--- config.mk ---
export PLATFORM = sky130hd
export DESIGN_NAME = pc_fetch_stage
export DESIGN_NICKNAME = d
export VERILOG_FILES = /design/src/rtl/pc_fetch_stage.sv
export SDC_FILE = /design/constraint.sdc
export NUM_CORES = 1
export LEC_CHECK = 0
export CAP_MARGIN = 25
export CORE_MARGIN = 2
export CORE_UTILIZATION = 44
export CTS_BUF_LIST = sky130_fd_sc_hd__clkbuf_2 sky130_fd_sc_hd__clkbuf_4 sky130_fd_sc_hd__clkbuf_8
export CTS_CLUSTER_DIAMETER = 120
export DETAILED_ROUTE_END_ITERATION = 8
export GPL_TIMING_DRIVEN = 0
export HOLD_SLACK_MARGIN = 0.02
export PLACE_DENSITY = 0.86
export SLEW_MARGIN = 20
export SYNTH_ARGS = -nofsm -noshare
export SYNTH_HDL_FRONTEND = slang
export SYNTH_SLANG_ARGS = --single-unit
--- constraint.sdc ---
create_clock -name clk -period 3 [get_ports clk]
set_clock_uncertainty 0.2 [all_clocks]
set_input_delay 0.6 -clock clk [delete_from_list [all_inputs] [get_ports clk]]
set_output_delay 0.6 -clock clk [all_outputs]
set_load 0.005 [all_outputs]
--- src/rtl/pc_fetch_stage.sv ---
// Fetch stage: PC register, next-PC select (pc+4/branch/jump/jr) and IF/ID capture; `FETCH_IRQ_EN adds irq/epc.
// Latency: imem_addr is combinational from pc; the fetched instruction lands in IF/ID on the next edge.
// Backpressure: stall holds pc and IF/ID indefinitely without loss; flush clears IF/ID and wins over stall.
module pc_fetch_stage #(
    parameter logic [31:0] RESET_PC   = 32'h0000_0000,
    parameter logic [31:0] IRQ_VECTOR = 32'h8000_0004
) (
    input  logic        clk,
    input  logic        reset,
    input  logic        stall,
    input  logic        flush,
    input  logic [1:0]  pc_src,
    input  logic [15:0] branch_offset,
    input  logic [25:0] jump_index,
    input  logic [31:0] jr_target,
    input  logic [31:0] imem_instr,
`ifdef FETCH_IRQ_EN
    input  logic        irq,
    output logic [31:0] epc,
`endif
    output logic [31:0] imem_addr,
    output logic [31:0] if_id_instr,
    output logic [31:0] if_id_pc_plus4,
    output logic        if_id_valid
);

    typedef struct packed {
        logic [31:0] instr;
        logic [31:0] pc_plus4;
        logic        valid;
    } if_id_t;

    logic [31:0] pc;
    logic [31:0] pc_plus4;
    logic [31:0] branch_tgt;
    logic [31:0] jump_tgt;
    logic [31:0] jr_tgt;
    logic [31:0] next_pc;
    logic        irq_take;
    logic        unused_jr_low;
    if_id_t      if_id_q;

`ifdef FETCH_IRQ_EN
    assign irq_take = irq & ~stall;
`else
    assign irq_take = 1'b0;
`endif

    assign imem_addr      = pc;
    assign pc_plus4       = pc + 32'd4;
    assign if_id_instr    = if_id_q.instr;
    assign if_id_pc_plus4 = if_id_q.pc_plus4;
    assign if_id_valid    = if_id_q.valid;

    // Redirect targets are resolved in ID, so they are relative to the instruction now in IF/ID.
    assign branch_tgt    = if_id_q.pc_plus4 + {{14{branch_offset[15]}}, branch_offset, 2'b00};
    assign jump_tgt      = {if_id_q.pc_plus4[31:28], jump_index, 2'b00};
    assign jr_tgt        = {jr_target[31:2], 2'b00};
    assign unused_jr_low = &{1'b0, jr_target[1:0]};

    always_comb begin
        next_pc = pc_plus4;
        case (pc_src)
            2'b01:   next_pc = branch_tgt;
            2'b10:   next_pc = jump_tgt;
            2'b11:   next_pc = jr_tgt;
            default: next_pc = pc_plus4;
        endcase
        if (irq_take) begin
            next_pc = IRQ_VECTOR;
        end
    end

    always_ff @(posedge clk) begin
        if (reset) begin
            pc      <= RESET_PC;
            if_id_q <= '0;
        end else begin
            if (!stall) begin
                pc <= next_pc;
            end
            if (flush || irq_take) begin
                if_id_q <= '0;
            end else if (!stall) begin
                if_id_q <= '{instr: imem_instr, pc_plus4: pc_plus4, valid: 1'b1};
            end
        end
    end

`ifdef FETCH_IRQ_EN
    // epc records the address that was about to be fetched when the interrupt was taken.
    always_ff @(posedge clk) begin
        if (reset) begin
            epc <= 32'h0;
        end else if (irq_take) begin
            epc <= pc;
        end
    end
`endif

endmodule

[After elaboration in Yosys (flattened, before gate mapping)]
Cells that the tools add are included.
Storage, ports and cells
  register bits after elaboration: 97
  input bits: 112
  output and inout bits: 97
  logic and storage cells: 11
Cells by class
  $add $sub $neg: 2
  equality and inequality tests: 3
  muxes and demuxes: 1
  reductions and logical operators: 1
Operators by type and width (number)
  $pmux W32 S3: 1
  $add A32 B3 Y32 const B: 1
  $add A32 B32 Y32: 1
  $eq A2 B2 Y1 const B: 2
  $eq A2 B1 Y1 const B: 1
  $reduce_or A2 Y1: 1

[Depth between registers and ports, before layout]
Gate-level depths: netlist of run 1.
  depth after elaboration: 2
  depth in mapped cells: 11
  gate-level depth less buffers: 10

[Worst setup path before layout of run 1]
OpenSTA, ideal clock, no wires.
  path type: input to register
  start: input branch_offset[6]
  end: register pc[31] (netlist: imem_addr[31])
  library setup time: 117 ps
  arrival time: 2747 ps
  required time: 2683 ps
  path slack: -64 ps
  stages on the path: 9
  buffers on the path: 0
  cell sequence: ha_1 -> a2111oi_4 -> o21ai_2 -> a32oi_4 -> o31ai_2 -> a21oi_2 -> o221ai_2 -> or4_1 -> a32o_1
Between the ends
  cells in the longest elaborated chain, start to end: 2
Ends and longest elaborated chain
  start, declared: RTL line 13  | input logic [15:0] branch_offset,
  $add A32 B32 Y32: RTL line 56  | assign branch_tgt = if_id_q.pc_plus4 + {{14{branch_offset[15]}}, branch_offset, 2'b00};
  $pmux W32 S3: RTL line 63  | case (pc_src)
  end signal, assigned: RTL line 80  | pc <= next_pc;
  end, declared: RTL line 33  | logic [31:0] pc;
No other way between the ends.
A chain may end at the register's enable or synchronous reset.

[Worst setup path after layout of run 1]
  start: input branch_offset[1]
  end: register pc[31] (netlist: imem_addr[31])
Same word-level chain as after synthesis.

==> impl_metrics.toml, run 1 <==
[clock_tree]
path_clk_slew_ps = 100
root_buffer = "clkbuf_8"
cts_tree = "yes"
clock_path_buffers = 2
cts.sinks = 97
cts.hold.buffers_added = 0
cts_buffers = 9
htreeDepth = 3
clkLatencyLatePin_ps = 390

[logic_synthesis]
syn_area_um2 = 6420
synth_cell_types = 63
ys_ff_latch = 97
synth_fp_nets = 967
ys_seq_area_share_pct = 30.2
synthCells = 824
ys_warn_count = 0
synth-edff-count = 0
ys.flop_type = "dfxtp_1"
syn_area_per_cell_um2 = 7.79
async_flop_share_pct = 0

[worst_setup_path]
start_kind = "primary input"
cp.arrival_ps = 3040
critPathRequiredTime_ps = 3090
cp-end-kind = "register"
criticalPathCategory = "in -> reg"
crit_fanout = 2

[power_and_ir_drop]
pwr-share-seq_pct = 45.3
netSwitchingFraction_pct = 32.9
power_w = 0.00315
p_sw_w = 0.00104
p_leak_nw = 3.63
p_comb_share_pct = 28.2
power_density_nw_per_um2 = 334
vdd_drop_max_v = 0.000191
pwr-share-clk_pct = 26.5
internal-power_w = 0.00212

[global_route]
grt_use_total_pct = 30.5
grt_max_degree = 17
grt_remaining_overflow = 0
antenna_found_initial = 0
grt_pass1_wl_um = 37800
grt_pass1_vias = 7084

[drt]
final_antenna_net_count = 0
route.detailed.drc = 0
firstDrtPassIters = 6
wl_per_cell_um = 19.9
drt_iter0_markers = 896
wirelength_um = 24800
vias_per_cell = 5.95
num_vias = 7427

[run]
maxCapViolations = 0

[place]
numPortBuffers = 204
post-place-ws_ps = -1290
gp_congestion = 0.996
hpwlAfterDp_um = 17800

[sta]
final.min_clock_period_ps = 2950
rsz0062_at_grt = "true"
finalCritPeriodShare_pct = 98.3
max_clock_freq_mhz = 339
slew_viol_final = 0
hold_viol = 0
postLayoutSetupSlackWorst_ps = 51.1
setup_viol = 0
tightest_slew_ps = 832
tns_ps = 0
holdWs_ps = 265
slew_headroom_pct = 44.5

[floorplan]
die_w_um = 125
die-area_um2 = 15600
die_h_um = 125
row_count = 44
core_area_um2 = 14400
io_pins = 209
initial_core_util_pct = 44.7

[finish]
final_nets = 1203
area_delta_synth_final_pct = 47.1
diodes = 0
drive_gt1_share_pct = 12.2
ff_latch_area_um2 = 1950
fillerInstances = 1203
multi_input_area_um2 = 4590

[hold_path]
hold_path_class = "reg -> reg"

[outcome]
run_status = "finished, final reports clean"
[state kept, by name, indices dropped and copies added, names as in the netlist]
signal	count
if_id_instr	32
imem_addr	32
if_id_pc_plus4	32
if_id_valid	1
[final timing paths]
path	from	end	slack [ps]	depth (start not counted)
worst max-delay path	branch_offset[1]	imem_addr[31]	50	10
worst min-delay path	if_id_valid	if_id_valid	270	2
worst max register to register	if_id_pc_plus4[8]	imem_addr[31]	60	9
worst min register to register	if_id_valid	if_id_valid	270	2
[Yosys cell counts, types with 3 or more instances]
master / n / area share, %
a211oi_1: 13 / 1.5
a21o_1: 8 / 0.94
a21oi_1: 88 / 6.9
a221oi_1: 3 / 0.41
a31o_2: 3 / 0.41
a31oi_1: 12 / 1.2
and3_1: 8 / 0.78
buf_1: 10 / 0.58
buf_2: 3 / 0.23
clkbuf_1: 46 / 2.7
dfxtp_1: 97 / 30
ha_1: 30 / 5.8
inv_1: 9 / 0.53
mux2i_1: 47 / 7.3
mux4_2: 7 / 2.5
nand2_1: 79 / 4.6
nand2b_1: 7 / 0.68
nand3_1: 19 / 1.5
nand3_2: 3 / 0.47
nand4_1: 11 / 1.1
nor2_1: 138 / 8.1
nor2b_1: 6 / 0.58
nor3_1: 20 / 1.6
nor3b_1: 3 / 0.35
nor4_1: 4 / 0.39
o211ai_1: 8 / 0.94
o21ai_0: 35 / 2.7
o21ai_1: 5 / 0.39
o21bai_1: 4 / 0.47
o221ai_1: 3 / 0.41
o22ai_1: 3 / 0.29
or2_2: 3 / 0.29
xnor2_1: 28 / 3.8
xor2_1: 22 / 3.0
[per-layer routing]
metal / global-route usage, % / vias to the layer above / share of wire [%]
met3: 7.82 / 99 / 11
met4: 15.1 / 0 / 4.4
met2: 47.5 / 489 / 45
li1: - / 3406 / -
met1: 39.0 / 3433 / 39
met5: 0 / - / 0
[power groups by stage]
| stage | combinational (W) | clock, W | sequential (W) |
|---|---|---|---|
| finish | 0.000890 | 0.000836 | 0.00143 |
| global route | 0.000952 | 0.000893 | 0.00144 |
| CTS | 0.000840 | 0.000843 | 0.00142 |
| detailed placement | 0.000807 | 0 | 0.00144 |
| global placement | 0.000795 | 0 | 0.00144 |
| floorplan | 0.000411 | 0 | 0.00143 |
[stage by stage]
| step | instance area, um^2 | instances | util (%) |
|---|---|---|---|
| after floorplan | 6420 | 824 | - |
| after global placement | 8690 | 1212 | 60.5 |
| after detailed placement | 8700 | 1212 | 60.5 |
| after CTS | 9140 | 1235 | 63.6 |
| after global routing | 9440 | 1248 | 65.7 |
| final | 9440 | 1248 | 65.7 |
[logic make-up after synthesis]
family,Yosys count,synth area share (%)
simple gates,310,21.5
compound gates,209,20.8
flops,97,30.2
buf+inv,71,4.33
mux,56,10.1
xor+xnor,50,6.82
fa+ha+maj,31,6.16
[critical path, stage by stage]
cell and delay [ps]:
clkdlybuf4s15_1 250, ha_4 270, a211oi_4 280, o21ai_4 120
a32oi_4 280, o31ai_4 100, a21oi_2 240, o221ai_2 140
or4_1 480, a32o_1 270
[placed cells by master, fill, tap and decap left out, drive strengths merged, types with 7 or more instances in the layout]
cell,synthesis,layout
nor2,139,139
clkbuf,46,53
xnor2,28,28
xor2,22,22
dfxtp,97,97
nand3,22,22
inv,9,11
nand2,79,79
and3,8,8
clkdlybuf4s50,0,191
nand2b,7,7
a211oi,13,13
a21o,8,8
ha,30,30
nand4,11,11
nor3,22,22
a21oi,89,89
mux4,7,7
o21ai,41,41
a31oi,12,12
buf,15,43
o211ai,8,8
mux2i,47,47
[layout make-up]
cell class | instances | area share (%)
Buffer | 56 | 2.41
Clock buffer | 10 | 1.39
Clock inverter | 5 | 0.437
Inverter | 10 | 0.398
Multi-Input combinational cell | 656 | 48.6
Sequential cell | 97 | 20.6
Tap cell | 184 | 2.44
Timing Repair Buffer | 230 | 23.7
[timing repair]
item	in CTS	in global routing
pin swaps	18	29
endpoints found under the setup margin	23	12
gates resized for setup	59	50
buffers inserted	9	17
Note: power is estimated with default switching activity, not from simulation.
==> inputs of run 2 (changes only) <==
--- a/config.mk
+++ b/config.mk
@@ -5,7 +5,8 @@
 export SDC_FILE = /design/constraint.sdc
 export NUM_CORES = 1
 export LEC_CHECK = 0
-export CAP_MARGIN = 25
+export CAP_MARGIN = 20
+export CORE_ASPECT_RATIO = 1.5
 export CORE_MARGIN = 2
 export CORE_UTILIZATION = 44
 export CTS_BUF_LIST = sky130_fd_sc_hd__clkbuf_2 sky130_fd_sc_hd__clkbuf_4 sky130_fd_sc_hd__clkbuf_8
==> run 2 against run 1 <==
Critical path depth did not move. Register-to-register slack about the same. Design area decreased by 0.64%. Non-clock buffer count decreased by 8. Hold slack improved by 11 ps. Utilization down 0.52 points. Total power up 3.5%. Critical path type unchanged. Critical endpoint unchanged. Largest cell class unchanged.
==> impl_metrics.toml, run 2 (synthesis gave the netlist of run 1 again) <==
[place]
hpwlAfterDp_um = 18500
placed_area_um2 = 8710
post-place-ws_ps = -1130
numPortBuffers = 204
gp_congestion = 0.947

[worst_setup_path]
critPathRequiredTime_ps = 3090
criticalPathCategory = "in -> reg"
r2r_slack_ps = 60
cp-end-kind = "register"
start_kind = "primary input"
crit_fanout = 4
cp.arrival_ps = 3070

[floorplan]
initial_core_util_pct = 44.6
core_area_um2 = 14400
row_count = 54
io_pins = 209
die_w_um = 103
die_h_um = 152
die-area_um2 = 15600

[clock_tree]
htreeDepth = 3
clkLatencyLatePin_ps = 390
clock_path_buffers = 2
cts.sinks = 97
cts_tree = "yes"
root_buffer = "clkbuf_8"
cts_buffers = 9
path_clk_slew_ps = 110

[finish]
final_cell_mix = "192 x clkdlybuf4s50_1, 135 x nor2_1, 92 x dfxtp_1"
final_nets = 1195
fillerInstances = 1219
final_common_cell = "clkdlybuf4s50_1"
drive_gt1_share_pct = 11.4
fin_util_pct = 65.2
area_delta_synth_final_pct = 46.1
diodes = 0
finish.instance_area_um2 = 9380

[global_route]
antenna_found_initial = 0
grt_pass1_wl_um = 37900
grt_use_total_pct = 31.5
grt_remaining_overflow = 0
grt_pass1_vias = 7067
grt_max_degree = 20

[hold_path]
hold_path_class = "reg -> reg"

[drt]
vias_per_cell = 5.84
final_antenna_net_count = 0
firstDrtPassIters = 5
wl_per_cell_um = 19.9
num_vias = 7318
drt_iter0_markers = 796
wirelength_um = 25000
route.detailed.drc = 0

[power_and_ir_drop]
vdd_drop_max_v = 0.000236
p_leak_nw = 3.58
power_density_nw_per_um2 = 348

[sta]
finalCritPeriodShare_pct = 99.3
rsz0062_at_grt = "true"
slew_headroom_pct = 44.0
postLayoutSetupSlackWorst_ps = 22.3
hold_viol = 0
tightest_slew_ps = 840
slew_viol_final = 0
setup_viol = 0
max_clock_freq_mhz = 336
final.min_clock_period_ps = 2980

[outcome]
run_status = "finished, final reports clean"

[run]
maxCapViolations = 0
run 2: cell types whose count changed in the layout (fill, tap and decap cells not counted), moves of 2 or more:
cell,previous run,this run
dfxtp_1,94,92
o21ai_2,4,1
inv_8,0,4
buf_6,2,0
dfxtp_2,2,5
o21ai_1,4,6
buf_4,27,20
clkinvlp_4,2,0
a21oi_1,82,80
run 2: repair_timing:
action,CTS,global route
setup buffers,7,10
hold buffers,0,0
gates resized for setup,60,38
pin swaps,17,26
setup endpoints to repair,24,12
run 2: path summary, 6_finish.rpt:
path                                       to  depth (start not counted)              start
worst max-delay path            imem_addr[31]                         10  branch_offset[10]
worst min-delay path              if_id_valid                          2        if_id_valid
worst max register to register  imem_addr[31]                          9  if_id_pc_plus4[7]
worst min register to register    if_id_valid                          2        if_id_valid
run 2: layout make-up:
type                    count  area [um^2]  area share, %
repair buffers            221         2160           23.0
clock inverters             7         92.6          0.987
inverters                  10         37.5          0.400
multi-input cells         656         4540           48.4
well taps                 196          245           2.61
plain buffers              57          231           2.47
clock buffers               9          124           1.32
flip-flops and latches     97         1950           20.8
run 2: worst max-delay path, stage by stage:
cell	delay (ps)
clkdlybuf4s50_1	500
ha_4	230
a21oi_4	140
o21ai_2	90
a32oi_4	290
o31ai_4	120
a21oi_4	230
o221ai_2	130
or4_1	480
a32o_1	260
run 2: where the power goes:
group / switching (W) / internal [W]
Clock: 0.000547 / 0.000414
Combinational: 0.000430 / 0.000446
Sequential: 0.0000818 / 0.00135
run 2: metrics by stage:
stage / cells / TNS, ps / total power [W] / hold WS [ps]
after floorplan: 824 / 0 / 0.00184 / 247
after global placement: 1224 / -18600 / 0.00224 / 240
after detailed placement: 1224 / -20070 / 0.00226 / 257
after CTS: 1246 / -76.2 / 0.00323 / 273
after global routing: 1253 / -74.2 / 0.00340 / 291
final: 1253 / 0 / 0.00326 / 277
run 2: metal layers:
layer,vias to the layer above,routed length (um),GRT usage (%)
li1,3384,-,-
met1,3418,8990,38.2
met2,424,12400,53.4
met3,92,2260,4.28
met4,0,1340,15.4
met5,-,0,0
==> inputs of run 3 (changes only) <==
--- a/config.mk
+++ b/config.mk
@@ -11,6 +11,7 @@
 export CORE_UTILIZATION = 44
 export CTS_BUF_LIST = sky130_fd_sc_hd__clkbuf_2 sky130_fd_sc_hd__clkbuf_4 sky130_fd_sc_hd__clkbuf_8
 export CTS_CLUSTER_DIAMETER = 120
+export CTS_CLUSTER_SIZE = 25
 export DETAILED_ROUTE_END_ITERATION = 8
 export GPL_TIMING_DRIVEN = 0
 export HOLD_SLACK_MARGIN = 0.02
==> results of run 3 <==
No change in the layout: final DEF, timing and power equal those of run 2.
